<file path="src/rtl/rx_packet_sequencer_if.sv">
// rtl/rx_packet_sequencer_if.sv - protocol FSM / unstuffer / decoder signals for the rx packet sequencer
interface rx_packet_sequencer_if #(
    parameter int CNT_W = 11
);
    logic             rx_arm;
    logic             rx_abort;
    logic             sync_seen;
    logic             eop_seen;
    logic             start_unstuffer;
    logic             end_unstuffer;
    logic             dec_bit;
    logic             dec_valid;
    logic             end_decode;
    logic             busy;
    logic [3:0]       pid;
    logic             pid_ok;
    logic             pid_error;
    logic             babble;
    logic             rx_timeout;
    logic             rx_done;
    logic [CNT_W-1:0] bit_count;

    modport master (
        output rx_arm, rx_abort, sync_seen, eop_seen, dec_bit, dec_valid, end_decode,
        input  start_unstuffer, end_unstuffer, busy, pid, pid_ok, pid_error,
               babble, rx_timeout, rx_done, bit_count
    );

    modport slave (
        input  rx_arm, rx_abort, sync_seen, eop_seen, dec_bit, dec_valid, end_decode,
        output start_unstuffer, end_unstuffer, busy, pid, pid_ok, pid_error,
               babble, rx_timeout, rx_done, bit_count
    );
endinterface

</file>
<file path="src/rtl/rx_packet_sequencer.sv">
// rtl/rx_packet_sequencer.sv - sequences unstuffer/decoder for one USB packet and checks its PID
module rx_packet_sequencer #(
    parameter int TIMEOUT_CYCLES = 256,
    parameter int MAX_BITS       = 1100,
    parameter int CNT_W          = 11
) (
    input  logic                 clk,
    input  logic                 rst,
    rx_packet_sequencer_if.slave bus
);
    localparam int TMR_W = (TIMEOUT_CYCLES > 2) ? $clog2(TIMEOUT_CYCLES) : 1;
    localparam logic [TMR_W-1:0] TMR_LAST = TMR_W'(TIMEOUT_CYCLES - 1);
    localparam logic [CNT_W-1:0] CNT_MAX  = CNT_W'(MAX_BITS);

    localparam logic [2:0] S_IDLE    = 3'd0;
    localparam logic [2:0] S_ARMED   = 3'd1;
    localparam logic [2:0] S_PID     = 3'd2;
    localparam logic [2:0] S_PAYLOAD = 3'd3;
    localparam logic [2:0] S_DRAIN   = 3'd4;

    logic [2:0]       state_q, state_d;
    logic [TMR_W-1:0] timer_q, timer_d;
    logic [7:0]       shift_q, shift_d;
    logic [2:0]       idx_q, idx_d;
    logic [3:0]       pid_q, pid_d;
    logic             pid_ok_q, pid_ok_d;
    logic [CNT_W-1:0] bit_count_q, bit_count_d;
    logic             busy_q, busy_d;
    logic             start_unstuffer_q, start_unstuffer_d;
    logic             end_unstuffer_q, end_unstuffer_d;
    logic             pid_error_q, pid_error_d;
    logic             babble_q, babble_d;
    logic             rx_timeout_q, rx_timeout_d;
    logic             rx_done_q, rx_done_d;

    logic [7:0]       shift_nxt;
    logic [CNT_W-1:0] cnt_nxt;

    always_comb begin
        state_d           = state_q;
        timer_d           = timer_q;
        shift_d           = shift_q;
        idx_d             = idx_q;
        pid_d             = pid_q;
        pid_ok_d          = pid_ok_q;
        bit_count_d       = bit_count_q;
        start_unstuffer_d = 1'b0;
        end_unstuffer_d   = 1'b0;
        pid_error_d       = 1'b0;
        babble_d          = 1'b0;
        rx_timeout_d      = 1'b0;
        rx_done_d         = 1'b0;
        // PID arrives LSB first, so new bits enter at the top and slide down
        shift_nxt         = {bus.dec_bit, shift_q[7:1]};
        cnt_nxt           = bit_count_q + CNT_W'(bus.dec_valid);

        case (state_q)
            S_IDLE: begin
                if (bus.rx_arm) begin
                    state_d     = S_ARMED;
                    timer_d     = '0;
                    pid_d       = '0;
                    pid_ok_d    = 1'b0;
                    bit_count_d = '0;
                end
            end
            S_ARMED: begin
                timer_d = timer_q + 1'b1;
                if (bus.rx_abort) begin
                    state_d = S_IDLE;
                end else if (bus.sync_seen) begin
                    state_d           = S_PID;
                    start_unstuffer_d = 1'b1;
                    idx_d             = '0;
                    shift_d           = '0;
                end else if (timer_q == TMR_LAST) begin
                    state_d      = S_IDLE;
                    rx_timeout_d = 1'b1;
                end
            end
            S_PID: begin
                if (bus.rx_abort) begin
                    state_d         = S_IDLE;
                    end_unstuffer_d = 1'b1;
                end else begin
                    if (bus.dec_valid) begin
                        shift_d = shift_nxt;
                        idx_d   = idx_q + 1'b1;
                    end
                    if (bus.dec_valid && idx_q == 3'd7) begin
                        if (shift_nxt[7:4] == ~shift_nxt[3:0]) begin
                            pid_d    = shift_nxt[3:0];
                            pid_ok_d = 1'b1;
                            if (bus.eop_seen) begin
                                state_d         = S_DRAIN;
                                timer_d         = '0;
                                end_unstuffer_d = 1'b1;
                            end else begin
                                state_d = S_PAYLOAD;
                            end
                        end else begin
                            state_d         = S_DRAIN;
                            timer_d         = '0;
                            pid_error_d     = 1'b1;
                            end_unstuffer_d = 1'b1;
                        end
                    end else if (bus.eop_seen) begin
                        state_d         = S_DRAIN;
                        timer_d         = '0;
                        pid_error_d     = 1'b1;
                        end_unstuffer_d = 1'b1;
                    end
                end
            end
            S_PAYLOAD: begin
                if (bus.rx_abort) begin
                    state_d         = S_IDLE;
                    end_unstuffer_d = 1'b1;
                end else begin
                    bit_count_d = cnt_nxt;
                    if (cnt_nxt == CNT_MAX) begin
                        state_d         = S_DRAIN;
                        timer_d         = '0;
                        babble_d        = 1'b1;
                        end_unstuffer_d = 1'b1;
                    end else if (bus.eop_seen) begin
                        state_d         = S_DRAIN;
                        timer_d         = '0;
                        end_unstuffer_d = 1'b1;
                    end
                end
            end
            S_DRAIN: begin
                timer_d = timer_q + 1'b1;
                if (bus.rx_abort) begin
                    state_d = S_IDLE;
                end else if (bus.end_decode) begin
                    state_d   = S_IDLE;
                    rx_done_d = 1'b1;
                end else if (timer_q == TMR_LAST) begin
                    state_d      = S_IDLE;
                    rx_timeout_d = 1'b1;
                end
            end
            default: begin
                state_d = S_IDLE;
            end
        endcase

        busy_d = (state_d != S_IDLE);
    end

    always_ff @(posedge clk) begin
        if (rst) begin
            state_q           <= S_IDLE;
            timer_q           <= '0;
            shift_q           <= '0;
            idx_q             <= '0;
            pid_q             <= '0;
            pid_ok_q          <= 1'b0;
            bit_count_q       <= '0;
            busy_q            <= 1'b0;
            start_unstuffer_q <= 1'b0;
            end_unstuffer_q   <= 1'b0;
            pid_error_q       <= 1'b0;
            babble_q          <= 1'b0;
            rx_timeout_q      <= 1'b0;
            rx_done_q         <= 1'b0;
        end else begin
            state_q           <= state_d;
            timer_q           <= timer_d;
            shift_q           <= shift_d;
            idx_q             <= idx_d;
            pid_q             <= pid_d;
            pid_ok_q          <= pid_ok_d;
            bit_count_q       <= bit_count_d;
            busy_q            <= busy_d;
            start_unstuffer_q <= start_unstuffer_d;
            end_unstuffer_q   <= end_unstuffer_d;
            pid_error_q       <= pid_error_d;
            babble_q          <= babble_d;
            rx_timeout_q      <= rx_timeout_d;
            rx_done_q         <= rx_done_d;
        end
    end

    assign bus.busy            = busy_q;
    assign bus.pid             = pid_q;
    assign bus.pid_ok          = pid_ok_q;
    assign bus.bit_count       = bit_count_q;
    assign bus.start_unstuffer = start_unstuffer_q;
    assign bus.end_unstuffer   = end_unstuffer_q;
    assign bus.pid_error       = pid_error_q;
    assign bus.babble          = babble_q;
    assign bus.rx_timeout      = rx_timeout_q;
    assign bus.rx_done         = rx_done_q;
endmodule

</file>
<file path="src/flat_wrapper.sv">
// flat-port wrapper written by rule: the top's interface ports become plain ports
module rx_packet_sequencer_flat 
#(
    parameter int TIMEOUT_CYCLES = 256,
    parameter int MAX_BITS       = 1100,
    parameter int CNT_W          = 11
)
  (clk, rst, bus_rx_arm, bus_rx_abort, bus_sync_seen, bus_eop_seen, bus_dec_bit, bus_dec_valid, bus_end_decode, bus_start_unstuffer, bus_end_unstuffer, bus_busy, bus_pid, bus_pid_ok, bus_pid_error, bus_babble, bus_rx_timeout, bus_rx_done, bus_bit_count);
  rx_packet_sequencer_if #(.CNT_W(CNT_W)) bus_i ();
  input  logic clk;
  input  logic rst;
  input wire logic [$bits(bus_i.rx_arm)-1:0] bus_rx_arm;
  input wire logic [$bits(bus_i.rx_abort)-1:0] bus_rx_abort;
  input wire logic [$bits(bus_i.sync_seen)-1:0] bus_sync_seen;
  input wire logic [$bits(bus_i.eop_seen)-1:0] bus_eop_seen;
  input wire logic [$bits(bus_i.dec_bit)-1:0] bus_dec_bit;
  input wire logic [$bits(bus_i.dec_valid)-1:0] bus_dec_valid;
  input wire logic [$bits(bus_i.end_decode)-1:0] bus_end_decode;
  output wire logic [$bits(bus_i.start_unstuffer)-1:0] bus_start_unstuffer;
  output wire logic [$bits(bus_i.end_unstuffer)-1:0] bus_end_unstuffer;
  output wire logic [$bits(bus_i.busy)-1:0] bus_busy;
  output wire logic [$bits(bus_i.pid)-1:0] bus_pid;
  output wire logic [$bits(bus_i.pid_ok)-1:0] bus_pid_ok;
  output wire logic [$bits(bus_i.pid_error)-1:0] bus_pid_error;
  output wire logic [$bits(bus_i.babble)-1:0] bus_babble;
  output wire logic [$bits(bus_i.rx_timeout)-1:0] bus_rx_timeout;
  output wire logic [$bits(bus_i.rx_done)-1:0] bus_rx_done;
  output wire logic [$bits(bus_i.bit_count)-1:0] bus_bit_count;
  assign bus_i.rx_arm = bus_rx_arm;
  assign bus_i.rx_abort = bus_rx_abort;
  assign bus_i.sync_seen = bus_sync_seen;
  assign bus_i.eop_seen = bus_eop_seen;
  assign bus_i.dec_bit = bus_dec_bit;
  assign bus_i.dec_valid = bus_dec_valid;
  assign bus_i.end_decode = bus_end_decode;
  assign bus_start_unstuffer = bus_i.start_unstuffer;
  assign bus_end_unstuffer = bus_i.end_unstuffer;
  assign bus_busy = bus_i.busy;
  assign bus_pid = bus_i.pid;
  assign bus_pid_ok = bus_i.pid_ok;
  assign bus_pid_error = bus_i.pid_error;
  assign bus_babble = bus_i.babble;
  assign bus_rx_timeout = bus_i.rx_timeout;
  assign bus_rx_done = bus_i.rx_done;
  assign bus_bit_count = bus_i.bit_count;
  rx_packet_sequencer #(.TIMEOUT_CYCLES(TIMEOUT_CYCLES), .MAX_BITS(MAX_BITS), .CNT_W(CNT_W)) u_core (.clk(clk), .rst(rst), .bus(bus_i));
endmodule
</file>
<file path="config.mk">
export PLATFORM = sky130hd
export DESIGN_NAME = rx_packet_sequencer_flat
export DESIGN_NICKNAME = d
export VERILOG_FILES = /design/src/rtl/rx_packet_sequencer_if.sv /design/src/rtl/rx_packet_sequencer.sv /design/src/flat_wrapper.sv
export SDC_FILE = /design/constraint.sdc
export NUM_CORES = 1
export LEC_CHECK = 0
export ABC_CLOCK_PERIOD_IN_PS = 4800
export CAP_MARGIN = 0
export CORE_MARGIN = 2
export CORE_UTILIZATION = 39
export DETAILED_ROUTE_END_ITERATION = 8
export GPL_ROUTABILITY_DRIVEN = 1
export PLACE_DENSITY = 0.62
export SLEW_MARGIN = 20
export SYNTH_ARGS = -nofsm -noshare
export SYNTH_HDL_FRONTEND = slang
export SYNTH_SLANG_ARGS = --single-unit
</file>
<file path="constraint.sdc">
create_clock -name clk -period 4.8 [get_ports clk]
set_input_delay 0.96 -clock clk [delete_from_list [all_inputs] [get_ports clk]]
set_output_delay 0.96 -clock clk [all_outputs]
set_load 0.03 [all_outputs]
</file>
==> impl_metrics.py, run 1 <==
metrics = {
    "routing": {
        "wirelength_um": 5056,
        "dr_total_vias": 2062,
        "wl_per_cell_um": 13.20,
        "drtPass1Iterations": 5,
        "drtAntennaViolNets": 0,
        "drc": 0,
        "vias_per_cell": 5.384,
        "dr.first_iter.drc_count": 158,
    },
    "critical_path": {
        "critPathTopFamily": "simple AND/OR/NAND/NOR gates",
        "slowest_delay_ps": 580,
        "crit_path_start_kind": "input pin",
        "critPathRequiredTime_ps": 4970,
        "cp_common_cell": "ha_1",
        "critPathKind": "input pin to register",
        "crit_chain": "clkdlybuf4s50_1 > ha_1 > ha_1 > nand4_2 > nor3_2 > xnor2_1 > or4_4 > a21oi_4 > a311oi_1",
        "crit_fanout": 7,
        "cp_slowest_cell": "or4_4",
        "cp_num_buf_inv": 1,
        "cp-end-kind": "register",
        "crit_arrival_ps": 3540,
        "r2r_slack_ps": 2240,
    },
    "clocking": {
        "ctsResizeCount": 0,
        "cts_setup_buffers": 0,
        "cts_sinks": 44,
        "cts_made_buffers": 5,
        "tritoncts": "yes",
        "cts.htree.levels": 2,
        "cts_root_buf": "clkbuf_8",
        "insertion_delay_ps": 290,
        "clockBufferDepth": 2,
        "clk_pin_slew_ps": 80,
        "cts_hold_buf": 0,
    },
    "power_and_ir_drop": {
        "p_per_area_nw_per_um2": 244.8,
        "power.static_leakage_nw": 0.9507,
        "irDropWorstVdd_v": 0.0001376,
        "power_uw": 658.0,
    },
    "sta": {
        "slew_violations": 0,
        "tightestPinTransition_ps": 831.2,
        "fin_tns_setup_ps": 0,
        "min_period_ps": 3372,
        "rsz0062_at_grt": "false",
        "post-route-period-util_pct": 70.25,
        "finalSetupViolations": 0,
        "max_freq_ghz": 0.2966,
        "maxSlewHeadroom_pct": 44.38,
        "finalWorstSetupSlack_ps": 1428,
        "hold_violations": 0,
        "clock_skew_ps": 3.556,
    },
    "floorplan": {
        "start_util_pct": 40.54,
        "dieHeight_um": 79.66,
        "rows": 27,
        "coreArea_sq_um": 5507,
        "ios": 32,
        "dieArea_sq_um": 6345,
        "die_x_um": 79.66,
    },
    "placement": {
        "place_ws_ps": 1165,
        "place_congestion": 0.8391,
        "dpl.hpwl_um": 3517,
        "io_buffers": 31,
        "dpl-instance-area_sq_um": 2595,
    },
    "synthesis": {
        "syn_nets": 298,
        "syn_inst": 284,
        "synthDominantCellAreaShare_pct": 39.46,
        "yosys-top-cells-area": "dfxtp_1, a21oi_1, nor2_1",
        "synth_top_flop_cell": "dfxtp_1",
        "syn_area_per_cell_sq_um": 7.860,
        "netlist_area_sq_um": 2232,
        "synth-seq-area-share_pct": 39.46,
        "ys_seq_elements": 44,
        "yosysUniqueCellTypes": 43,
        "yosys_warnings": 0,
        "yosysTopAreaCell": "dfxtp_1",
        "synthArstFlopShare_pct": 0,
        "synth_edf_count": 0,
    },
    "global_routing": {
        "antenna_found_initial": 0,
        "grt_use_met1_pct": 24.02,
        "grt_use_total_pct": 16.92,
        "globalRouteOverflowTotal": 0,
        "grt_max_degree": 41,
        "grt_first_pass_wirelength_um": 8542,
        "grt_util_met3_pct": 3.167,
        "busiest_layer": "met2",
        "grtUsageMet2_pct": 25.13,
        "grt_pass1_vias": 1835,
    },
    "cells_and_area": {
        "mostFrequentLayoutCell": "dfxtp_1",
        "drive_gt1_share_pct": 5.788,
        "antenna_cells": 0,
        "final_cell_mix": "dfxtp_1, nor2_1, nand2_1, clkdlybuf4s50_1, a21oi_1",
        "num-nets-final": 324,
        "syn2layout_area_growth_pct": 20.40,
        "finish.instance_area_sq_um": 2688,
        "fill_cells": 557,
    },
    "flow_run": {
        "drv_cap": 0,
    },
    "status": {
        "status": "complete, no violations",
    },
    "worst_hold_path": {
        "hold_path_class": "register to register",
    },
}
## synth_stat cells (4+ instances only)
library cell / count
nand3_1: 16
ha_1: 5
a31oi_1: 6
inv_1: 4
and3_1: 4
a21oi_1: 30
nor4_1: 5
nor2_1: 40
o21ai_0: 13
and2_1: 7
dfxtp_1: 44
clkbuf_1: 14
nand2_1: 31
nand2b_1: 7
a211oi_1: 5
xnor2_1: 7
nand3b_1: 4
## metal layers
layer / part of all wire [%] / wire length [um]
met5: 0 / 0
met4: 1.4 / 69
met3: 4.6 / 235
met2: 42 / 2139
met1: 52 / 2612
## worst paths after layout
| path | start | to | depth (start not counted) |
|---|---|---|---|
| hold reg to reg | u_core.bus.pid[0]$_SDFFE_PP0P_ | u_core.bus.pid[0]$_SDFFE_PP0P_ | 2 |
| hold / removal | u_core.bus.pid[0]$_SDFFE_PP0P_ | u_core.bus.pid[0]$_SDFFE_PP0P_ | 2 |
| setup / recovery | bus_dec_valid | u_core.timer_q[6]$_SDFFE_PP0P_ | 9 |
| setup reg to reg | u_core.bus.bit_count[0]$_SDFFE_PP0P_ | u_core.timer_q[6]$_SDFFE_PP0P_ | 8 |
## flip-flops by register name (all words and copies together), names as in the netlist
name                        count
u_core.bus.babble               1
u_core.bus.bit_count           11
u_core.bus.busy                 1
u_core.bus.end_unstuffer        1
u_core.bus.pid                  4
u_core.bus.pid_error            1
u_core.bus.pid_ok               1
u_core.bus.rx_done              1
u_core.bus.rx_timeout           1
u_core.bus.start_unstuffer      1
u_core.idx_q                    3
u_core.shift_q                  7
u_core.state_q                  3
u_core.timer_q                  8
## logic make-up after synthesis
kind of cell / share of synthesized area [%]
and+or+nand+nor: 29.65
buffers and inverters: 3.027
AOI/OAI and AO/OA: 20.18
muxes: 1.345
adders and majority gates: 2.803
xor gates and xnor gates: 3.532
DFF: 39.46
## stage by stage
stage	cells	util (%)	hold slack, ps
5_1_grt	383	48.81	494.4
4_1_cts	383	48.81	465.2
3_5_place_dp	375	47.13	452.8
2_1_floorplan	284	-	435.6
6_report	383	48.81	463.2
3_3_place_gp	375	47.13	443.8
## area by class of cell
cell class,instances,area (sq um),area share [%]
Timing Repair Buffer,33,325.3,12.10
Sequential cell,44,880.8,32.77
Clock buffer,6,82.58,3.073
Inverter,4,15.01,0.5587
Tap cell,72,90.09,3.352
Clock inverter,2,10.01,0.3724
Multi-Input combinational cell,222,1284,47.77
## where the power goes
group | leakage [nW] | switching [mW] | internal [mW] | total, mW
sequential | 0.355 | 0.00342 | 0.367 | 0.371
clock | 0.0510 | 0.123 | 0.115 | 0.238
combinational | 0.545 | 0.0303 | 0.0190 | 0.0492
## worst min-delay path, cell delays in order (launching register included)
cell	delay [ps]
dfxtp_1	320
nand2_1	50
a21oi_1	50
No activity file was read; power rests on OpenSTA's default activity.
==> run 2, diff against run 1 <==
--- a/config.mk
+++ b/config.mk
@@ -5,13 +5,13 @@
 export SDC_FILE = /design/constraint.sdc
 export NUM_CORES = 1
 export LEC_CHECK = 0
-export ABC_CLOCK_PERIOD_IN_PS = 4800
+export ABC_CLOCK_PERIOD_IN_PS = 3000
 export CAP_MARGIN = 0
 export CORE_MARGIN = 2
 export CORE_UTILIZATION = 39
 export DETAILED_ROUTE_END_ITERATION = 8
 export GPL_ROUTABILITY_DRIVEN = 1
-export PLACE_DENSITY = 0.62
+export PLACE_DENSITY = 0.65
 export SLEW_MARGIN = 20
 export SYNTH_ARGS = -nofsm -noshare
 export SYNTH_HDL_FRONTEND = slang
==> constraint.sdc (replaced) <==
create_clock -name clk -period 3 [get_ports clk]
set_input_delay 0.6 -clock clk [delete_from_list [all_inputs] [get_ports clk]]
set_output_delay 0.6 -clock clk [all_outputs]
set_load 0.03 [all_outputs]
==> impl_metrics.py, run 2 (same netlist as run 1, synthesis figures left out) <==
metrics = {
    "global_routing": {
        "busiest_layer": "met2",
        "globalRouteOverflowTotal": 0,
        "grt_max_degree": 18,
        "grt_first_pass_wirelength_um": 8838,
        "grt_use_met1_pct": 24.37,
        "grt_util_met3_pct": 3.620,
        "grt_use_total_pct": 17.40,
        "grt_pass1_vias": 1893,
        "antenna_found_initial": 0,
        "grtUsageMet2_pct": 26.55,
    },
    "sta": {
        "max_freq_ghz": 0.3535,
        "post-route-period-util_pct": 94.29,
        "tightestPinTransition_ps": 751.8,
        "min_period_ps": 2829,
        "fin_tns_setup_ps": 0,
        "hold_violations": 0,
        "holdWs_ps": 455.6,
        "finalSetupViolations": 0,
        "clock_skew_ps": 7.294,
        "finalWorstSetupSlack_ps": 171.4,
        "slew_violations": 0,
        "maxSlewHeadroom_pct": 49.55,
        "rsz0062_at_grt": "false",
    },
    "clocking": {
        "tritoncts": "yes",
        "insertion_delay_ps": 300,
        "cts.htree.levels": 2,
        "cts_sinks": 44,
        "cts_hold_buf": 0,
        "cts_setup_buffers": 0,
        "ctsResizeCount": 0,
        "cts_made_buffers": 5,
        "clk_pin_slew_ps": 90,
        "cts_root_buf": "clkbuf_8",
        "clockBufferDepth": 2,
    },
    "routing": {
        "dr.first_iter.drc_count": 125,
        "dr_total_vias": 2121,
        "drtAntennaViolNets": 0,
        "wl_per_cell_um": 13.02,
        "wirelength_um": 5181,
        "drtPass1Iterations": 4,
        "vias_per_cell": 5.329,
        "drc": 0,
    },
    "floorplan": {
        "die_x_um": 79.66,
        "coreArea_sq_um": 5507,
        "dieHeight_um": 79.66,
        "start_util_pct": 40.54,
        "rows": 27,
        "dieArea_sq_um": 6345,
        "ios": 32,
    },
    "power_and_ir_drop": {
        "irDropWorstVdd_v": 0.0001901,
        "power.static_leakage_nw": 1.028,
        "power_mw": 1.133,
        "p_per_area_nw_per_um2": 402.0,
    },
    "cells_and_area": {
        "antenna_cells": 0,
        "fill_cells": 526,
        "layout.cells.non_filler": 398,
        "mostFrequentLayoutCell": "dfxtp_1",
        "drive_gt1_share_pct": 10.12,
        "final_cell_mix": "dfxtp_1, nor2_1, nand2_1, clkdlybuf4s50_1, a21oi_1",
        "syn2layout_area_growth_pct": 26.29,
        "utilization_pct": 51.19,
        "num-nets-final": 339,
        "largest_register_ff_count": 11,
        "finish.instance_area_sq_um": 2819,
    },
    "critical_path": {
        "crit_chain": "clkdlybuf4s50_1 > ha_1 > ha_1 > nor4b_1 > nand4_1 > or4_4 > a21oi_4 > a311oi_1",
        "critPathKind": "input pin to register",
        "critPathRequiredTime_ps": 3160,
        "crit_path_start_kind": "input pin",
        "cp-end-kind": "register",
        "crit_fanout": 7,
        "slowest_delay_ps": 600,
        "cp_common_cell": "ha_1",
        "crit_arrival_ps": 2990,
        "cp_slowest_cell": "or4_4",
    },
    "placement": {
        "dpl-instance-area_sq_um": 2708,
        "dpl.cell_count": 390,
        "io_buffers": 31,
        "dpl.hpwl_um": 3780,
        "place_congestion": 0.8241,
        "place_ws_ps": -145.5,
    },
    "worst_hold_path": {
        "hold_path_class": "register to register",
    },
    "status": {
        "status": "complete, no violations",
    },
    "flow_run": {
        "drv_cap": 0,
    },
}
## run 2: worst paths after layout
kind / end / cells after the start / start / slack, ps
setup / recovery: u_core.timer_q[6]$_SDFFE_PP0P_ / 8 / bus_dec_valid / 170
hold / removal: u_core.bus.pid[0]$_SDFFE_PP0P_ / 2 / u_core.bus.pid[0]$_SDFFE_PP0P_ / 460
setup reg to reg: u_core.timer_q[6]$_SDFFE_PP0P_ / 7 / u_core.bus.bit_count[0]$_SDFFE_PP0P_ / 560
hold reg to reg: u_core.bus.pid[0]$_SDFFE_PP0P_ / 2 / u_core.bus.pid[0]$_SDFFE_PP0P_ / 460
## run 2: final cells by class
type / count / area (sq um) / area share, %
Clock buffer: 5 / 68.82 / 2.441
Clock inverter: 3 / 42.54 / 1.509
Inverter: 4 / 15.01 / 0.5326
Multi-Input combinational cell: 222 / 1284 / 45.54
Sequential cell: 44 / 880.8 / 31.25
Tap cell: 72 / 90.09 / 3.196
Timing Repair Buffer: 48 / 437.9 / 15.53
## run 2: routing by layer
layer	vias up	part of all wire, %
met5	-	0
met4	0	1.4
met3	8	3.5
met2	26	46
met1	990	49
li1	1097	-
## run 2: power by group
group,switching [mW],total (mW),internal (mW)
clock network,0.208,0.454,0.247
logic,0.0505,0.0859,0.0354
registers,0.00556,0.593,0.587
## run 2: critical path, delay by kind of cell
| family | cells | cell delay, ps |
|---|---|---|
| buffers and inverters | 1 | 420 |
| adders and majority gates | 2 | 500 |
| and+or+nand+nor | 3 | 1070 |
| AOI/OAI and AO/OA | 2 | 400 |
